File: config.mk
export PLATFORM = sky130hd
export DESIGN_NAME = muldiv_sequencer_flat
export DESIGN_NICKNAME = d
export VERILOG_FILES = /design/src/rtl/muldiv_sequencer_if.sv /design/src/rtl/muldiv_sequencer.sv /design/src/flat_wrapper.sv
export SDC_FILE = /design/constraint.sdc
export NUM_CORES = 1
export LEC_CHECK = 0
export BUFFER_PORTS_ARGS = -buffer_cell sky130_fd_sc_hd__buf_4
export CAP_MARGIN = 20
export CORE_MARGIN = 2
export CORE_UTILIZATION = 58
export CTS_BUF_LIST = sky130_fd_sc_hd__clkbuf_16
export CTS_CLUSTER_DIAMETER = 30
export DETAILED_ROUTE_END_ITERATION = 12
export GPL_TIMING_DRIVEN = 1
export PLACE_DENSITY_LB_ADDON = 0.05
export SLEW_MARGIN = 20
export SYNTH_ARGS = -nofsm -noshare
export SYNTH_HDL_FRONTEND = slang
export SYNTH_SLANG_ARGS = --single-unit
File: constraint.sdc
create_clock -name CLK -period 6.8 [get_ports CLK]
set_input_delay 1.36 -clock CLK [delete_from_list [all_inputs] [get_ports CLK]]
set_output_delay 1.36 -clock CLK [all_outputs]
set_load 0.05 [all_outputs]
File: src/rtl/muldiv_sequencer_if.sv
// Handshake/bus bundle between the Execute/Decode stages and muldiv_sequencer.
// master = pipeline side (drives requests and operands), slave = sequencer.
// All signals are plain wires. The sequencer registers its own outputs.
interface muldiv_sequencer_if #(parameter int WIDTH = 32);
  logic             StartE;
  logic [1:0]       OpE;
  logic [WIDTH-1:0] SrcAE;
  logic [WIDTH-1:0] SrcBE;
  logic             MthiE;
  logic             MtloE;
  logic             MdOpD;
  logic             MDStall;
  logic             Busy;
  logic             Done;
  logic             DivZero;
  logic [WIDTH-1:0] HI;
  logic [WIDTH-1:0] LO;

  modport master (
    output StartE, OpE, SrcAE, SrcBE, MthiE, MtloE, MdOpD,
    input  MDStall, Busy, Done, DivZero, HI, LO
  );

  modport slave (
    input  StartE, OpE, SrcAE, SrcBE, MthiE, MtloE, MdOpD,
    output MDStall, Busy, Done, DivZero, HI, LO
  );
endinterface

File: src/rtl/muldiv_sequencer.sv
// Iterative MULT/MULTU/DIV/DIVU engine that owns HI/LO; the divide path is built only with MDU_DIV_EN.
// Latency: WIDTH+2 cycles from StartE to the Done pulse; MTHI/MTLO land one edge after issue.
// Backpressure: no ready; MDStall = (Busy | StartE) & MdOpD holds Decode/Fetch while a HI/LO user waits.
module muldiv_sequencer #(
  parameter int WIDTH = 32
) (
  input  logic              CLK,
  input  logic              RST,
  muldiv_sequencer_if.slave md
);
  localparam int CW = (WIDTH > 1) ? $clog2(WIDTH) : 1;

  typedef enum logic [1:0] {IDLE, ITER, FIX} state_t;

  state_t             state_q, state_d;
  logic [CW-1:0]      cnt_q, cnt_d;
  logic [2*WIDTH-1:0] acc_q, acc_d;    // {upper, lower}: product, or {remainder, quotient}
  logic [WIDTH-1:0]   opb_q, opb_d;    // multiplicand or divisor magnitude
  logic               neg_q, neg_d;    // product/quotient needs negation in FIX
  logic [WIDTH-1:0]   hi_q, hi_d;
  logic [WIDTH-1:0]   lo_q, lo_d;
  logic               busy_q, busy_d;
  logic               done_q, done_d;

  logic               a_neg, b_neg, start_ok;
  logic [WIDTH-1:0]   a_mag, b_mag;
  logic [WIDTH:0]     mul_sum;
  logic [2*WIDTH-1:0] step_acc, prod;
`ifdef MDU_DIV_EN
  logic               is_div_q, is_div_d;
  logic               rem_neg_q, rem_neg_d;
  logic               bzero_q, bzero_d;
  logic               divzero_q, divzero_d;
  logic [WIDTH:0]     rem_sh, div_diff;
  logic               div_neg;
  logic [WIDTH-1:0]   quo, rem;
`endif

  // Operand signs/magnitudes for signed ops and whether a start is accepted
  always_comb begin
    a_neg = md.OpE[0] & md.SrcAE[WIDTH-1];
    b_neg = md.OpE[0] & md.SrcBE[WIDTH-1];
    a_mag = a_neg ? -md.SrcAE : md.SrcAE;
    b_mag = b_neg ? -md.SrcBE : md.SrcBE;
`ifdef MDU_DIV_EN
    start_ok = md.StartE;
`else
    start_ok = md.StartE & ~md.OpE[1];
`endif
  end

  // One iteration: shift-add for multiply, restoring step for divide
  always_comb begin
    mul_sum  = {1'b0, acc_q[2*WIDTH-1:WIDTH]} + (acc_q[0] ? {1'b0, opb_q} : '0);
    step_acc = {mul_sum, acc_q[WIDTH-1:1]};
`ifdef MDU_DIV_EN
    // A shifted remainder with its top bit set always exceeds the divisor
    rem_sh   = {acc_q[2*WIDTH-1:WIDTH], acc_q[WIDTH-1]};
    div_diff = rem_sh - {1'b0, opb_q};
    div_neg  = div_diff[WIDTH] & ~rem_sh[WIDTH];
    if (is_div_q) begin
      step_acc = {(div_neg ? rem_sh[WIDTH-1:0] : div_diff[WIDTH-1:0]),
                  acc_q[WIDTH-2:0], ~div_neg};
    end
`endif
  end

  // Sign fix-up of the finished magnitudes
  always_comb begin
    prod = neg_q ? -acc_q : acc_q;
`ifdef MDU_DIV_EN
    quo = neg_q ? -acc_q[WIDTH-1:0] : acc_q[WIDTH-1:0];
    rem = rem_neg_q ? -acc_q[2*WIDTH-1:WIDTH] : acc_q[2*WIDTH-1:WIDTH];
`endif
  end

  // Sequencer next state: IDLE accepts work or MTHI/MTLO, ITER runs WIDTH steps, FIX writes HI/LO
  always_comb begin
    state_d = state_q;
    cnt_d   = cnt_q;
    acc_d   = acc_q;
    opb_d   = opb_q;
    neg_d   = neg_q;
    hi_d    = hi_q;
    lo_d    = lo_q;
    busy_d  = busy_q;
    done_d  = 1'b0;
`ifdef MDU_DIV_EN
    is_div_d  = is_div_q;
    rem_neg_d = rem_neg_q;
    bzero_d   = bzero_q;
    divzero_d = 1'b0;
`endif
    unique case (state_q)
      IDLE: begin
        if (start_ok) begin
          state_d = ITER;
          cnt_d   = CW'(WIDTH - 1);
          acc_d   = {{WIDTH{1'b0}}, a_mag};
          opb_d   = b_mag;
          neg_d   = a_neg ^ b_neg;
          busy_d  = 1'b1;
`ifdef MDU_DIV_EN
          is_div_d  = md.OpE[1];
          rem_neg_d = a_neg;
          bzero_d   = (md.SrcBE == '0);
`endif
        end else begin
          if (md.MthiE) hi_d = md.SrcAE;
          if (md.MtloE) lo_d = md.SrcAE;
        end
      end
      ITER: begin
        acc_d = step_acc;
        if (cnt_q == '0) state_d = FIX;
        else             cnt_d   = cnt_q - CW'(1);
      end
      FIX: begin
        state_d      = IDLE;
        busy_d       = 1'b0;
        done_d       = 1'b1;
        {hi_d, lo_d} = prod;
`ifdef MDU_DIV_EN
        if (is_div_q) begin
          hi_d      = rem;
          lo_d      = quo;
          divzero_d = bzero_q;
        end
`endif
      end
      default: state_d = IDLE;
    endcase
  end

  // State and registered outputs; reset discards any in-flight result
  always_ff @(posedge CLK) begin
    if (RST) begin
      state_q <= IDLE;
      cnt_q   <= '0;
      acc_q   <= '0;
      opb_q   <= '0;
      neg_q   <= 1'b0;
      hi_q    <= '0;
      lo_q    <= '0;
      busy_q  <= 1'b0;
      done_q  <= 1'b0;
`ifdef MDU_DIV_EN
      is_div_q  <= 1'b0;
      rem_neg_q <= 1'b0;
      bzero_q   <= 1'b0;
      divzero_q <= 1'b0;
`endif
    end else begin
      state_q <= state_d;
      cnt_q   <= cnt_d;
      acc_q   <= acc_d;
      opb_q   <= opb_d;
      neg_q   <= neg_d;
      hi_q    <= hi_d;
      lo_q    <= lo_d;
      busy_q  <= busy_d;
      done_q  <= done_d;
`ifdef MDU_DIV_EN
      is_div_q  <= is_div_d;
      rem_neg_q <= rem_neg_d;
      bzero_q   <= bzero_d;
      divzero_q <= divzero_d;
`endif
    end
  end

  assign md.HI      = hi_q;
  assign md.LO      = lo_q;
  assign md.Busy    = busy_q;
  assign md.Done    = done_q;
  assign md.MDStall = (busy_q | md.StartE) & md.MdOpD;
`ifdef MDU_DIV_EN
  assign md.DivZero = divzero_q;
`else
  assign md.DivZero = 1'b0;
`endif

endmodule

File: src/flat_wrapper.sv
// flat-port wrapper written by rule: the top's interface ports become plain ports
module muldiv_sequencer_flat 
#(
  parameter int WIDTH = 32
)
  (CLK, RST, md_StartE, md_OpE, md_SrcAE, md_SrcBE, md_MthiE, md_MtloE, md_MdOpD, md_MDStall, md_Busy, md_Done, md_DivZero, md_HI, md_LO);
  muldiv_sequencer_if #(.WIDTH(WIDTH)) md_i ();
  input  logic CLK;
  input  logic RST;
  input wire logic [$bits(md_i.StartE)-1:0] md_StartE;
  input wire logic [$bits(md_i.OpE)-1:0] md_OpE;
  input wire logic [$bits(md_i.SrcAE)-1:0] md_SrcAE;
  input wire logic [$bits(md_i.SrcBE)-1:0] md_SrcBE;
  input wire logic [$bits(md_i.MthiE)-1:0] md_MthiE;
  input wire logic [$bits(md_i.MtloE)-1:0] md_MtloE;
  input wire logic [$bits(md_i.MdOpD)-1:0] md_MdOpD;
  output wire logic [$bits(md_i.MDStall)-1:0] md_MDStall;
  output wire logic [$bits(md_i.Busy)-1:0] md_Busy;
  output wire logic [$bits(md_i.Done)-1:0] md_Done;
  output wire logic [$bits(md_i.DivZero)-1:0] md_DivZero;
  output wire logic [$bits(md_i.HI)-1:0] md_HI;
  output wire logic [$bits(md_i.LO)-1:0] md_LO;
  assign md_i.StartE = md_StartE;
  assign md_i.OpE = md_OpE;
  assign md_i.SrcAE = md_SrcAE;
  assign md_i.SrcBE = md_SrcBE;
  assign md_i.MthiE = md_MthiE;
  assign md_i.MtloE = md_MtloE;
  assign md_i.MdOpD = md_MdOpD;
  assign md_MDStall = md_i.MDStall;
  assign md_Busy = md_i.Busy;
  assign md_Done = md_i.Done;
  assign md_DivZero = md_i.DivZero;
  assign md_HI = md_i.HI;
  assign md_LO = md_i.LO;
  muldiv_sequencer #(.WIDTH(WIDTH)) u_core (.CLK(CLK), .RST(RST), .md(md_i));
endmodule
# Word level (Yosys, flattened, before mapping)

Index checks and enable logic that the tools add are counted.

Add/sub/neg operators: 5
Equal/unequal tests: 8
Mux-type cells: 21
Bitwise gates (word level): 7
Reductions and logical operators: 11

Operator list:

| kind                                                                     | number |
|---|---|
| 32-bit 2-to-1 mux                                                        | 7 |
| 64-bit 2-to-1 mux                                                        | 2 |
| 32-bit one-hot mux with 2 select lines                                   | 2 |
| 64-bit one-hot mux with 2 select lines                                   | 1 |
| 32-bit negation                                                          | 2 |
| 64-bit negation                                                          | 1 |
| 32-bit by 33-bit adder with 33-bit output                                | 1 |
| 5-bit 2-to-1 mux                                                         | 2 |
| 5-bit one-hot mux with 2 select lines                                    | 1 |
| 3-bit AND reduction                                                      | 3 |
| 2-bit inequality test (second input constant)                            | 4 |
| 2-bit AND reduction                                                      | 4 |
| 5-bit logical NOT                                                        | 1 |
| 5-bit by 1-bit subtractor with 5-bit output (second input constant)      | 1 |
| 1-bit bitwise AND                                                        | 4 |
| 2-bit 2-to-1 mux                                                         | 2 |
| 2-bit by 1-bit inequality test with 1-bit output (second input constant) | 2 |
| 2-bit one-hot mux with 2 select lines                                    | 1 |
| 2-bit nonzero test                                                       | 2 |
| 2-bit by 1-bit equality test with 1-bit output (second input constant)   | 1 |
| 2-bit equality test (second input constant)                              | 1 |
| 2-bit logical NOT                                                        | 1 |
| 1-bit 2-to-1 mux                                                         | 2 |
| 1-bit one-hot mux with 2 select lines                                    | 1 |
| other kinds (3)                                                          | 3 |

Bits in registers: 170
Input bits: 72

# Depth between registers and ports, before layout

Gate-level depths: netlist of the first run.

Word-level depth: 4
Mapped depth: 14
Gate-level depth less buffers: 13

# Worst setup path before layout of the first run

OpenSTA, ideal clock, no wires.

Path type: in2reg
From: in md_SrcAE[8]
To: reg u_core.acc_q[28]
Data arrival time: 3744 ps
Required time: 6670 ps
Path slack: 2925 ps
Stages on the path: 8
Path buffers: 0
Path through: or4_1 > nor4_1 > nand2_1 > or4_1 > or4_1 > o41ai_1 > xor2_1 > o22ai_1

Cells in the longest elaborated chain, start to end: 4

RTL lines:

| element                                | line                    | text |
|---|---|---|
| start: declaration                     | flat_wrapper.sv:12      | `input wire logic [$bits(md_i.SrcAE)-1:0] md_SrcAE;` |
| 32-bit negation                        | muldiv_sequencer.sv:43  | `a_mag = a_neg ? -md.SrcAE : md.SrcAE;` |
| 32-bit 2-to-1 mux                      | muldiv_sequencer.sv:43  |  |
| 64-bit 2-to-1 mux                      | muldiv_sequencer.sv:96  | `if (start_ok) begin` |
| 64-bit one-hot mux with 2 select lines | muldiv_sequencer.sv:94  | `unique case (state_q)` |
| end signal: assignment                 | muldiv_sequencer.sv:140 | `acc_q <= '0;` |
| end signal: assignment                 | muldiv_sequencer.sv:156 | `acc_q <= acc_d;` |
| end: declaration                       | muldiv_sequencer.sv:17  | `logic [2*WIDTH-1:0] acc_q, acc_d;` |

Every way passes these cells. The select of a mux whose other input is x is not followed.
A chain may end at the register's enable or synchronous reset.

# Final worst setup path of the first run

Ends and elaborated chain as after synthesis.

==> summary.md, run 1 <==
| Metric | Value |
|---|---|
| Relative slew slack | `35.10%` |
| 1st-pass router iterations | `6` |
| Sink Count | `170` |
| Tcrit/Tclk final | `57.07%` |
| Clk Latency, worst-skew pair | `0.44 ns` |
| Synth top area share | `31.02%` |
| Number of filler cells placed in the layout | `1,664` |
| Layout cells sized above 1 | `14.01%` |
| Cts repair resizes | `0` |
| Chip Width | `141.5 um` |
| CTS Buf Count | `17` |
| Routed vias/inst | `6.192` |
| Setup ws final | `2.919 ns` |
| Clock Pin Slew Worst Setup and Hold Paths | `0.07 ns` |
| Syn Nets | `1,529` |
| Starting density of the core | `58.85%` |
| Crit-path max FO | `5` |
| Total power | `2731 uW` |
| Final setup fails | `0` |
| Hold buffer count at cts | `0` |
| VDD IR max | `0.1722 mV` |
| Die H | `141.5 um` |
| RSZ-0062 raised after global routing | `false` |
| Post-Syn Area | `10,970 um2` |
| Most frequent cells in the layout | `dfxtp_1, nor2_1, buf_4` |
| Crit start category | `primary input` |
| Seq cells post-synth | `170` |
| Cells after DPL | `1,708` |
| Post-layout min period | `3.881 ns` |
| Post-layout nets | `1,603` |
| # Post-CTS Setup Buffers | `0` |
| WL/cell | `17.72 um` |
| GRT Residual Overflow | `0` |
| Post-synth EDFFs | `0` |
| Port buffer count | `138` |
| Worst-Margin Slew | `0.9736 ns` |
| DRT Wirelength | `30,840 um` |
| Syn Inst Count | `1,419` |
| Crit. End Element | `flop` |
| Maxcap violations | `0` |
| Count of final max-slew check failures | `0` |
| Core area | `18,640 um2` |
| Area contributors post-synth | `dfxtp_1, xor2_1, a21oi_1` |
| Final Skew | `0.009039 ns` |
| Global-route wire length before repair | `48,480 um` |
| Outcome | `finished clean` |
| P_leak | `0.005077 uW` |
| Required time worst endpoint | `7.10 ns` |
| Top-Level Pins | `140` |
| DR DRC count | `0` |
| DP HPWL | `22,180 um` |
| Largest area contributor in the netlist | `dfxtp_1` |
| 1st-iter DRT viols | `961` |
| WP data arrival | `4.18 ns` |
| Die ar. | `20,030 um2` |
| Htree depth | `4` |
| Global-route usage over all layers | `29.98%` |
| Asr flop ratio synth | `0%` |
| Layout Cells excl Fill | `1,740` |
| Post-placement worst setup slack | `2.541 ns` |
| Area Overhead vs Synth | `15.03%` |
| Hold Crit Class | `flop to flop` |
| Fmax | `257.7 MHz` |
| CTS Root Cell | `clkbuf_16` |
| Mean area per synthesized cell | `7.731 um2` |
| Seq/Total Area, Yosys | `31.02%` |
| Maximum root-to-sink buffer count | `2` |
| Largest net degree at the start of global routing | `92` |
| Diodes inserted | `0` |
| Warnings from Yosys | `0` |
| Vias in the first global route | `9,502` |
| Cell row count | `50` |
| CTS tree | `yes` |
| Power per cell area | `216.4 nW/um2` |
| Post-synthesis cell type count | `67` |
| WS Path Type | `primary input to flop` |
| Antenna violations before repair | `0` |
| Vias post-DR | `10,770` |
| Commonest non-fill, non-tap cell in the layout | `dfxtp_1` |
| Final antenna-violating net count | `0` |
| Post-layout util | `67.69%` |
| Final Hold Fails | `0` |
| Ys flop type | `dfxtp_1` |
| Total Neg Setup Slack | `0 ns` |
| Gp weighted congestion | `0.9451` |
## power by group
group | internal [uW] | leakage, uW | switching [uW] | total (uW)
registers | 1060 | 0.00139 | 59.9 | 1120
logic | 228 | 0.00341 | 438 | 666
clock network | 510 | 0.000271 | 432 | 942
## state kept, by name (all words and copies together) (netlist names)
signal	flops
u_core.acc_q	64
u_core.cnt_q	5
u_core.md.Busy	1
u_core.md.Done	1
u_core.md.HI	32
u_core.md.LO	32
u_core.neg_q	1
u_core.opb_q	32
u_core.state_q	2
## final timing paths
| check | startpoint | end | slack [ns] | cells after the start |
|---|---|---|---|---|
| min | u_core.md.LO[20] | u_core.md.LO[20] | 0.45 | 2 |
| min reg2reg | u_core.md.LO[20] | u_core.md.LO[20] | 0.45 | 2 |
| max reg2reg | u_core.acc_q[0] | u_core.acc_q[60] | 3.13 | 12 |
| max | md_SrcAE[8] | u_core.acc_q[28] | 2.92 | 9 |
## critical path: stages
cell     delay [ns]
buf_4          0.13
or4_1          0.56
nor4_1         0.27
nand2_1        0.23
or4_1          0.49
or4_1          0.52
o41ai_1        0.35
xor2_1         0.18
o22ai_1        0.09
## layout make-up
cell class / count / area (um2) / share of cell area, %
multi-input cells: 1128 / 7124 / 56.45
flip-flops and latches: 170 / 3405 / 26.98
repair buffers: 152 / 1141 / 9.042
clock buffers: 17 / 425.4 / 3.371
well taps: 234 / 292.8 / 2.320
clock inverters: 15 / 141.4 / 1.120
inverters: 24 / 90.09 / 0.7139
## metrics by stage
step	hold slack (ns)	area, um2
2_1_floorplan	0.4317	10970
3_3_place_gp	0.4416	12050
3_5_place_dp	0.4507	12050
4_1_cts	0.4595	12620
5_1_grt	0.4898	12620
6_report	0.4529	12620
## metal layers
metal | part of all wire, % | GRT usage, % | vias up
li1 | - | - | 5335
met1 | 43 | 39.43 | 4946
met2 | 46 | 48.70 | 432
met3 | 6.6 | 4.624 | 61
met4 | 3.5 | 13.74 | 0
met5 | 0 | 0 | -
## cells in the mapped netlist (8+ instances only)
library cell	instances
or3_1	24
xor2_1	80
nor3_1	37
a22o_1	18
buf_1	13
o22ai_1	17
nand2b_1	14
dfxtp_1	170
and2_1	36
o41ai_1	15
a22oi_1	34
inv_1	24
a31oi_1	12
or4_1	11
nor2b_1	12
nor4_1	15
o31ai_1	32
nand3_1	29
a21oi_1	132
clkbuf_1	80
nor2_1	156
a311oi_1	9
xnor2_1	55
a21o_1	14
a2111oi_0	8
a211oi_1	57
nand2_1	133
ha_1	37
o21ai_0	58
## cells by family after synthesis
family / count (synthesis) / synth area share, %
compound gates: 446 / 26.76
xor+xnor: 135 / 10.78
flops: 170 / 31.02
fa+ha+maj: 38 / 4.402
simple gates: 503 / 22.24
other cells: 1 / 0.03418
mux: 5 / 0.4790
buf+inv: 121 / 4.288
Note: power is estimated with default switching activity, not from simulation.
==> run 2: changes to the inputs <==
--- a/config.mk
+++ b/config.mk
@@ -8,7 +8,7 @@
 export BUFFER_PORTS_ARGS = -buffer_cell sky130_fd_sc_hd__buf_4
 export CAP_MARGIN = 20
 export CORE_MARGIN = 2
-export CORE_UTILIZATION = 58
+export CORE_UTILIZATION = 53
 export CTS_BUF_LIST = sky130_fd_sc_hd__clkbuf_16
 export CTS_CLUSTER_DIAMETER = 30
 export DETAILED_ROUTE_END_ITERATION = 12
==> constraint.sdc (replaced) <==
create_clock -name CLK -period 3.3 [get_ports CLK]
set_input_delay 0.66 -clock CLK [delete_from_list [all_inputs] [get_ports CLK]]
set_output_delay 0.66 -clock CLK [all_outputs]
set_load 0.05 [all_outputs]
==> run 2 against run 1 <==
  * Wire length up 5.1%
  * Power increased by 120%
  * Combinational power increased by 120%
  * Sequential share of layout area decreased by 1.5 points
  * Clock-buffer cell count did not move
  * Via count grew 1.8%
  * Final area rose by 6.0%
  * Flip-flop and latch count did not move
  * Clock power up 130%
  * First-iteration DRC count is 22% lower
==> summary.md, run 2 (same netlist as run 1, synthesis figures left out) <==
| Metric | Value |
|---|---|
| Outcome | `finished clean` |
| Final Skew | `0.008145 ns (-0.0008945 ns)` |
| Most frequent cells in the layout | `buf_4, dfxtp_1, nor2_1` |
| Power per cell area | `447.5 nW/um2 (+110%)` |
| Most flop-heavy register | `u_core.acc_q` |
| Layout Cells excl Fill | `1,854 (+6.6%)` |
| Global-route wire length before repair | `50,890 um (+5.0%)` |
| Min-delay src | `u_core.md.LO[20]` |
| WHS Path Cells | `2 (unchanged)` |
| Commonest non-fill, non-tap cell in the layout | `buf_4` |
| Crit start category | `flop` |
| Post-layout min period | `3.167 ns` |
| Port buffer count | `138 (unchanged)` |
| DP HPWL | `24,490 um (+10%)` |
| DR DRC count | `0 (unchanged)` |
| Largest net degree at the start of global routing | `66 (-28%)` |
| CTS tree | `yes` |
| RR Endpoint | `u_core.md.HI[15]` |
| Starting density of the core | `54.04% (-4.8 points)` |
| Clk pwr share | `36.8% (+2.3 points)` |
| Comb power frac | `24.7% (+0.3 points)` |
| Tcrit/Tclk final | `95.96%` |
| Area Overhead vs Synth | `21.94%` |
| Sw Ratio | `32.04% (-2.0 points)` |
| Worst r2r src | `u_core.acc_q[2]` |
| Crit-path slowest cell | `or4_1` |
| Maxcap violations | `0 (unchanged)` |
| Fin Hold WS | `0.4581 ns (+0.005217 ns)` |
| Chip Width | `147.9 um (+4.5%)` |
| Core area | `20,300 um2 (+8.9%)` |
| Routed vias/inst | `5.916 (-4.5%)` |
| WL/cell | `17.48 um (-1.4%)` |
| CTS Root Cell | `clkbuf_16` |
| Cells after DPL | `1,822 (+6.7%)` |
| Global-route usage over all layers | `28.86% (-1.1 points)` |
| Worst-Margin Slew | `0.8143 ns (-0.1592 ns)` |
| WHS Endpoint | `u_core.md.LO[20]` |
| Crit-path max FO | `5 (unchanged)` |
| Vias in the first global route | `9,844 (+3.6%)` |
| CTS Buf Count | `17 (unchanged)` |
| WS Path Type | `flop to flop` |
| Maximum root-to-sink buffer count | `2 (unchanged)` |
| GRT Residual Overflow | `0 (unchanged)` |
| Final setup fails | `0 (unchanged)` |
| Die ar. | `21,870 um2 (+9.2%)` |
| Worst Path Buf+Inv | `2 (+1)` |
| Clk Latency, worst-skew pair | `0.43 ns (about the same)` |
| Cell repeated most along the worst path | `buf_4` |
| Layout cells sized above 1 | `18.31% (+4.3 points)` |
| DRT Wirelength | `32,410 um (+5.1%)` |
| Relative slew slack | `45.71% (+11 points)` |
| Htree depth | `4 (unchanged)` |
| WP data arrival | `3.51 ns (-0.67 ns)` |
| CP Cell Sequence | `or4_4 > nor4_4 > nand4_2 > buf_4 > or4_1 > buf_4 > o31ai_1 > xor2_1 > a211oi_1` |
| Delay-heaviest family, CP | `simple AND/OR/NAND/NOR gates` |
| Die H | `147.9 um (+4.5%)` |
| Antenna violations before repair | `0 (unchanged)` |
| Hold Crit Class | `flop to flop` |
| Crit. End Element | `flop` |
| 1st-pass router iterations | `7 (+1)` |
| Switching power | `1918 uW (+110%)` |
| Top-Level Pins | `140 (unchanged)` |
| Sequential fraction of design power | `38.5% (-2.6 points)` |
| Register-to-register setup slack | `0.13 ns (-3.00 ns)` |
| Cell row count | `52 (+4.0%)` |
| # Post-CTS Setup Buffers | `0 (unchanged)` |
| Clock Pin Slew Worst Setup and Hold Paths | `0.07 ns (about the same)` |
| RSZ-0062 raised after global routing | `false` |
| Diodes inserted | `0 (unchanged)` |
| VDD IR max | `0.3215 mV (+87%)` |
| R2r worst-path depth | `9 (-3)` |
| Post-layout nets | `1,681 (+4.9%)` |
| 1st-iter DRT viols | `753 (-22%)` |
| P_leak | `0.005503 uW (+8.4%)` |
| Gp weighted congestion | `0.9237 (-2.3%)` |
| Vias post-DR | `10,970 (+1.8%)` |
| Required time worst endpoint | `3.64 ns (-3.46 ns)` |
| Max reg flops | `64 (unchanged)` |
| Final Hold Fails | `0 (unchanged)` |
| Fmax | `315.8 MHz` |
| Count of final max-slew check failures | `0 (unchanged)` |
| Sink Count | `170 (unchanged)` |
| Pint | `4068 uW (+130%)` |
| CP max stage delay | `0.64 ns (+0.08 ns)` |
| Final antenna-violating net count | `0 (unchanged)` |
==> run 2: cell types whose count changed in the layout (fill, tap and decap cells not counted), moves of 2 or more <==
cell and change:
buf_12 +2, clkinvlp_4 +2, clkinv_1 +2, clkinv_2 -2
buf_4 +76, inv_6 -3, bufinv_16 +4, clkinv_4 -3
==> run 2: how the worst max path moves through the flow <==
stage                                start               end  slack, ns  cells after the start
after floorplan                md_SrcAE[8]  u_core.acc_q[28]       0.13                      8
after global placement         md_SrcAE[8]  u_core.acc_q[28]      -0.14                      9
after detailed placement       md_SrcAE[8]  u_core.acc_q[28]      -0.13                      9
after CTS                 u_core.acc_q[29]   u_core.md.HI[8]       0.02                      9
after global routing      u_core.acc_q[11]  u_core.md.HI[11]       0.01                      9
final                      u_core.acc_q[2]  u_core.md.HI[15]       0.13                      9
==> run 2: repair_timing <==
item                       CTS  global route
setup endpoints to repair    0            11
gates resized for setup      0             6
hold buffers                 0             0
==> run 2: through the flow <==
step	total power (uW)	area [um2]	utilization, %	setup WS [ns]	setup TNS, ns
6_report	5986	13380	65.90	0.1332	0
5_1_grt	6214	13380	65.90	0.01148	0
4_1_cts	5988	13360	65.79	0.02423	0
3_5_place_dp	3801	12710	62.60	-0.1266	-0.1956
3_3_place_gp	3786	12710	62.60	-0.1419	-0.2089
2_1_floorplan	3270	10970	-	0.1252	0
==> run 2: per-layer routing <==
layer	global-route usage (%)	vias up	wire, um	share of wire, %
met5	0	-	0	0
met4	13.57	0	1262	3.9
met3	3.117	74	1975	6.1
met2	47.37	408	14980	46
met1	38.18	5023	14190	44
li1	-	5463	-	-
==> run 2: area by class of cell <==
cell class | count | area, um2
Tap cell | 270 | 337.8
Fill cell | 1841 | 6922
Sequential cell | 170 | 3406
Clock inverter | 15 | 221.5
Clock buffer | 17 | 425.4
Inverter | 24 | 90.09
Multi-Input combinational cell | 1128 | 7146
Timing Repair Buffer | 230 | 1752
==> run 2: power groups by stage <==
stage	registers (uW)	logic (uW)	clock network, uW
2_1_floorplan	2560	711	0
3_3_place_gp	2340	1440	0
3_5_place_dp	2350	1460	0
4_1_cts	2300	1460	2230
5_1_grt	2320	1580	2310
6_report	2300	1480	2200
==> run 2: tightest hold or removal path, cell delays in order, from the launching register on <==
cell and delay, ns:
dfxtp_1 0.31, nand2_1 0.05, a21oi_1 0.05
